[src/rtl/dlock_pkg.sv]
// dlock_pkg: shared state encoding, width helper and default code for the serial code lock
//   ST_LOCKED/ST_CHECK/ST_OPEN/ST_LOCKOUT : 2-bit FSM states
//   clog2()                               : ceil(log2(v)), usable in constant expressions
//   DEFAULT_CODE                          : factory code 6'b110100
package dlock_pkg;

    typedef enum logic [1:0] {
        ST_LOCKED  = 2'd0,
        ST_CHECK   = 2'd1,
        ST_OPEN    = 2'd2,
        ST_LOCKOUT = 2'd3
    } state_t;

    localparam logic [5:0] DEFAULT_CODE = 6'b110100;

    function automatic int clog2(input int v);
        int r;
        r = 0;
        while ((1 << r) < v) r++;
        return r;
    endfunction

endpackage

[src/rtl/dlock_timer.sv]
// dlock_timer: loadable down-counter that parks at zero and flags it
//   i_clk      : clock, rising edge
//   i_clear    : synchronous active-high reset (count -> 0)
//   i_load     : load i_load_val this edge (wins over counting)
//   i_load_val : value to load
//   o_zero     : count is zero
module dlock_timer #(
    parameter int W = 4
) (
    input  logic         i_clk,
    input  logic         i_clear,
    input  logic         i_load,
    input  logic [W-1:0] i_load_val,
    output logic         o_zero
);

    logic [W-1:0] r_cnt;

    always_ff @(posedge i_clk) begin
        if (i_clear)
            r_cnt <= '0;
        else if (i_load)
            r_cnt <= i_load_val;
        else if (r_cnt != '0)
            r_cnt <= r_cnt - 1'b1;
    end

    assign o_zero = (r_cnt == '0);

endmodule

[src/rtl/dlock_prog.sv]
// dlock_prog: programmable serial code lock with failure lockout
//   i_clk        : clock, rising edge
//   i_clear      : synchronous active-high reset
//   i_d_valid    : i_d_in valid this cycle
//   i_d_in       : code bit, MSB entered first
//   i_d_abort    : discard the partial entry (beats i_d_valid)
//   i_relock     : OPEN -> LOCKED
//   i_code_we    : load i_code_in into the code register (OPEN only)
//   i_code_in    : new code
//   o_unlock     : state is OPEN
//   o_lockout    : state is LOCKOUT
//   o_fail_pulse : one cycle per failed attempt
//   o_fail_cnt   : consecutive failed attempts
// Build option: define DLOCK_AUTO_RELOCK_EN to leave OPEN automatically after UNLOCK_CYC cycles.
module dlock_prog
    import dlock_pkg::*;
#(
    parameter int                  CODE_LEN    = 6,
    parameter logic [CODE_LEN-1:0] CODE_RST    = CODE_LEN'(DEFAULT_CODE),
    parameter int                  MAX_FAIL    = 3,
    parameter int                  LOCKOUT_CYC = 16,
    parameter int                  UNLOCK_CYC  = 64
) (
    input  logic                            i_clk,
    input  logic                            i_clear,
    input  logic                            i_d_valid,
    input  logic                            i_d_in,
    input  logic                            i_d_abort,
    input  logic                            i_relock,
    input  logic                            i_code_we,
    input  logic [CODE_LEN-1:0]             i_code_in,
    output logic                            o_unlock,
    output logic                            o_lockout,
    output logic                            o_fail_pulse,
    output logic [clog2(MAX_FAIL+1)-1:0]    o_fail_cnt
);

    localparam int BW = clog2(CODE_LEN + 1);
    localparam int FW = clog2(MAX_FAIL + 1);
    localparam int LW = clog2(LOCKOUT_CYC + 1);
    localparam logic [BW-1:0] LAST_BIT  = BW'(CODE_LEN - 1);
    localparam logic [FW-1:0] FAIL_LAST = FW'(MAX_FAIL - 1);
    localparam logic [FW-1:0] FAIL_MAX  = FW'(MAX_FAIL);
    localparam logic [LW-1:0] LO_LOAD   = LW'(LOCKOUT_CYC - 1);

    state_t              r_state;
    state_t              w_state_nxt;
    logic [CODE_LEN-1:0] r_shreg;
    logic [CODE_LEN-1:0] r_code;
    logic [BW-1:0]       r_bit_cnt;
    logic [FW-1:0]       r_fail_cnt;
    logic                w_match;
    logic                w_take;
    logic                w_lo_zero;
    logic                w_lo_load;
    logic                w_auto_relock;

    assign w_match   = (r_shreg == r_code);
    assign w_take    = i_d_valid && !i_d_abort;
    assign w_lo_load = (r_state == ST_CHECK) && (w_state_nxt == ST_LOCKOUT);

    dlock_timer #(.W(LW)) u_lockout_tmr (
        .i_clk      (i_clk),
        .i_clear    (i_clear),
        .i_load     (w_lo_load),
        .i_load_val (LO_LOAD),
        .o_zero     (w_lo_zero)
    );

`ifdef DLOCK_AUTO_RELOCK_EN
    localparam int UW = clog2(UNLOCK_CYC + 1);
    localparam logic [UW-1:0] UL_LOAD = UW'(UNLOCK_CYC - 1);
    logic w_ul_zero;
    dlock_timer #(.W(UW)) u_relock_tmr (
        .i_clk      (i_clk),
        .i_clear    (i_clear),
        .i_load     ((r_state == ST_CHECK) && w_match),
        .i_load_val (UL_LOAD),
        .o_zero     (w_ul_zero)
    );
    assign w_auto_relock = (r_state == ST_OPEN) && w_ul_zero;
`else
    logic w_unused_cfg;
    assign w_unused_cfg  = |UNLOCK_CYC;
    assign w_auto_relock = 1'b0;
`endif

    always_comb begin
        w_state_nxt = r_state;
        case (r_state)
            ST_LOCKED:  w_state_nxt = (w_take && r_bit_cnt == LAST_BIT) ? ST_CHECK : ST_LOCKED;
            ST_CHECK:   w_state_nxt = w_match ? ST_OPEN : (r_fail_cnt == FAIL_LAST) ? ST_LOCKOUT : ST_LOCKED;
            ST_OPEN:    w_state_nxt = (i_relock || w_auto_relock) ? ST_LOCKED : ST_OPEN;
            ST_LOCKOUT: w_state_nxt = w_lo_zero ? ST_LOCKED : ST_LOCKOUT;
            default:    w_state_nxt = ST_LOCKED;
        endcase
    end

    // The shift register is cleared as CHECK is left, so OPEN and LOCKOUT always hold it at zero
    // and every new attempt starts from an empty register.
    always_ff @(posedge i_clk) begin
        if (i_clear) begin
            r_state    <= ST_LOCKED;
            r_shreg    <= '0;
            r_bit_cnt  <= '0;
            r_fail_cnt <= '0;
            r_code     <= CODE_RST;
        end else begin
            r_state <= w_state_nxt;
            case (r_state)
                ST_LOCKED: begin
                    if (i_d_abort) begin
                        r_shreg   <= '0;
                        r_bit_cnt <= '0;
                    end else if (i_d_valid) begin
                        r_shreg   <= {r_shreg[CODE_LEN-2:0], i_d_in};
                        r_bit_cnt <= (r_bit_cnt == LAST_BIT) ? '0 : r_bit_cnt + 1'b1;
                    end
                end
                ST_CHECK: begin
                    r_shreg    <= '0;
                    r_fail_cnt <= w_match ? '0 : (r_fail_cnt == FAIL_MAX) ? r_fail_cnt : r_fail_cnt + 1'b1;
                end
                ST_OPEN: begin
                    if (i_code_we)
                        r_code <= i_code_in;
                end
                ST_LOCKOUT: begin
                    if (w_lo_zero)
                        r_fail_cnt <= '0;
                end
                default: ;
            endcase
        end
    end

    assign o_unlock     = (r_state == ST_OPEN);
    assign o_lockout    = (r_state == ST_LOCKOUT);
    assign o_fail_pulse = (r_state == ST_CHECK) && !w_match;
    assign o_fail_cnt   = r_fail_cnt;

endmodule

[config.mk]
export PLATFORM = sky130hd
export DESIGN_NAME = dlock_prog
export DESIGN_NICKNAME = d
export VERILOG_FILES = /design/src/rtl/dlock_pkg.sv /design/src/rtl/dlock_timer.sv /design/src/rtl/dlock_prog.sv
export SDC_FILE = /design/constraint.sdc
export NUM_CORES = 1
export LEC_CHECK = 0
export ABC_AREA = 1
export CAP_MARGIN = 10
export CORE_ASPECT_RATIO = 1.4
export CORE_UTILIZATION = 56
export DETAILED_ROUTE_END_ITERATION = 10
export PLACE_DENSITY = 0.82
export SLEW_MARGIN = 20
export SYNTH_ARGS = -nofsm -noshare
export SYNTH_HDL_FRONTEND = slang
export SYNTH_SLANG_ARGS = --single-unit
[constraint.sdc]
create_clock -name i_clk -period 2.5 [get_ports i_clk]
set_input_delay 0.375 -clock i_clk [delete_from_list [all_inputs] [get_ports i_clk]]
set_output_delay 0.375 -clock i_clk [all_outputs]
set_load 0.1 [all_outputs]
==> flow_metrics.tcl <==
set metrics [dict create \
    cpLargestDelayFamily "buffers and inverters" \
    globalRouteOverflowTotal 0 \
    vias_per_cell 5.28 \
    cts_root_buffer "clkbuf_4" \
    synthCells 168 \
    grt_pass1_wl_um 3810 \
    die_y_um 56.4 \
    finalSetupViolations 0 \
    cts_tree "built" \
    synth_top_family_by_area "simple AND/OR/NAND/NOR gates" \
    cp_common_cell "nand2_1" \
    initial_core_util_pct 60.1 \
    antenna_found_initial 0 \
    cts_buffers 3 \
    dp_cells 205 \
    endpoint_kind "primary output" \
    routed_wl_um 2410 \
    firstDrtPassIters 5 \
    worstSetupPathType "flop to primary output" \
    first_iter_violations 31 \
    grt.total_usage_pct 24.1 \
    dp_worst_setup_slack_ns 0.799 \
    port-buffer-count 17 \
    syn_area_um2 1180 \
    max_freq_mhz 525 \
    ir_drop_v 0.000480 \
    row_count 19 \
    clock_sinks 24 \
    place_congestion 0.845 \
    die_area_um2 2310 \
    ys_ff_latch 24 \
    fin_ws_ns 0.594 \
    fin_total_pwr_uw 878 \
    cts-resized-gates 0 \
    grt_max_degree 14 \
    wl_per_cell_um 11.5 \
    powerDensity_nw_per_um2 624 \
    synthSimpleGateAreaFrac_pct 24.0 \
    synth_top_area_share_pct 40.5 \
    cts_hold_buf 0 \
    leakagePower_uw 0.000650 \
    fin_crit_ns 1.91 \
    ys_seq_area_share_pct 40.5 \
    yosys_warnings 0 \
    clock_skew_ns 0.00223 \
    cts-root-to-sink-buffers 2 \
    synth_compound_area_share_pct 16.6 \
    ant_nets 0 \
    final_max_slew_viol_count 0 \
    worst_path_largest_cell_delay_ns 0.34 \
    htree_levels 1 \
    synth_fp_nets 185 \
    r2r_start "u_lockout_tmr.r_cnt[0]" \
    clkTransAtPathRegs_ns 0.13 \
    synth-xor-area-share_pct 2.96 \
    path_buf_inv 3 \
    drc 0 \
    fin_nets 206 \
    synth-adder-area-share_pct 4.22 \
    synth_top_area_cell "dfxtp_1" \
    detailroute.via_count 1103 \
    synthTopCellsByArea "dfxtp_1 41%, nand2_1 11%, inv_1 9.8%, nor2_1 5.7%, a21oi_1 5.5%" \
    startpoint_type "flop" \
    muxShareOfSynthArea_pct 0 \
    crit_start "r_shreg[4]" \
    synth_cell_types 25 \
    cp_max_fo 3 \
    fin_crit_sh_pct 76.2 \
    crit_arrival_ns 1.53 \
    drv_cap 0 \
    rsz0062_at_grt "false" \
    die_width_um 40.9 \
    worstHoldStart "r_code[1]" \
    worstMarginPinSlew_ns 0.300 \
    post-dp-hpwl_um 1860 \
    io_pins 18 \
    hp-class "flop to flop" \
    fin_setup_tns_ns 0 \
    area_delta_synth_final_pct 18.8 \
    final_area_um2 1410 \
    layout-drive-gt1-share_pct 11.2 \
    slowest_stage "dfxtp_1" \
    slew_headroom_pct 79.9 \
    clk_latency_ns 0.32 \
    crit_chain "inv_1 -> nand2_1 -> nand2_1 -> nor2_1 -> nand3_1 -> nand2_1 -> inv_1 -> buf_4" \
    coreArea_um2 1970 \
    status "finished clean" \
    avgSynthCellArea_um2 7.05 \
    dpl_cell_area_um2 1370 \
    worstPathRequired_ns 2.12 \
    final-hold-violation-count 0 \
    grt_pass1_vias 1018 \
    finalNonFillerCells 209 \
    post_cts_buffers 0 \
    diodes 0 \
]
==> final cells by class <==
| cell class | instances | area (um2) |
|---|---|---|
| sequential | 24 | 480 |
| clock buffer | 4 | 36.3 |
| multi-input combinational | 107 | 568 |
| timing repair buffer | 18 | 165 |
| inverter | 35 | 131 |
| fill | 171 | 566 |
| tap | 21 | 26.3 |
==> synth_stat cells <==
cell type   n
nand2_1    36
o21ai_2     1
a21oi_1    13
a211oi_1    1
xor2_1      4
nor3_4      1
nor3_1      1
or2_0       1
clkbuf_1    2
nor2_1     18
o211ai_2    1
o21ai_1     1
inv_1      31
a31oi_1     1
nand4_1     1
o31ai_1     1
nor3_2      1
dfxtp_1    24
ha_1        4
nand3_1     5
o21ai_0     6
o211ai_1    3
inv_2       4
o22ai_1     5
nand2_2     2
==> sequential cells by signal, indices dropped and copies added, names as in the netlist <==
register,cells
r_code,6
r_state,2
r_bit_cnt,3
u_lockout_tmr.r_cnt,5
o_fail_cnt,2
r_shreg,6
==> worst paths after layout <==
check | to | slack, ns | depth (start not counted)
worst max-delay path | o_fail_pulse | 0.59 | 8
worst min-delay path | r_code[1] | 0.48 | 2
worst max register to register | o_fail_cnt[0] | 1.11 | 7
worst min register to register | r_code[1] | 0.48 | 2
==> metal layers <==
layer | global-route usage [%] | wire [um] | vias to the layer above
met5 | 0 | 0 | -
li1 | - | - | 570
met1 | 22.8 | 966 | 500
met3 | 6.72 | 79 | 7
met4 | 14.3 | 54 | 0
met2 | 41.3 | 1310 | 26
==> stage by stage <==
step,hold WS (ns),util (%)
after floorplan,0.444,-
after global placement,0.458,69.5
after detailed placement,0.465,69.5
after CTS,0.484,71.3
after global routing,0.499,71.3
final,0.480,71.3
==> placed cells by master, fill, tap and decap left out, types with 2 or more instances in the layout <==
cell             Yosys  layout
clkbuf_4             0       3
ha_1                 4       4
clkdlybuf4s50_1      0      12
inv_2                4       4
nand3_1              5       5
buf_4                0       6
nand2_1             36      36
dfxtp_1             24      24
nand2_2              2       2
o22ai_1              5       5
inv_1               31      31
o21ai_0              6       6
xor2_1               4       4
a21oi_1             13      13
o211ai_1             3       3
nor2_1              18      17
==> power breakdown <==
part | switching, uW | internal, uW | total, uW
logic | 131 | 105 | 236
clock network | 115 | 89.1 | 204
registers | 19.5 | 419 | 439
total | 265 | 613 | 878
==> tightest hold or removal path, cell delays in order, from the launching register on <==
cell and delay, ns:
dfxtp_1 0.33, inv_1 0.06, a21oi_1 0.05
==> kinds of logic (layout without fill, tap and decap cells) <==
family                     after synthesis  in the layout
AOI/OAI and AO/OA                       33             33
xor gates and xnor gates                 4              4
adders and majority gates                4              4
buffers and inverters                   37             57
DFF                                     24             24
and+or+nand+nor                         66             66
Power figures use the tool's default switching activity.
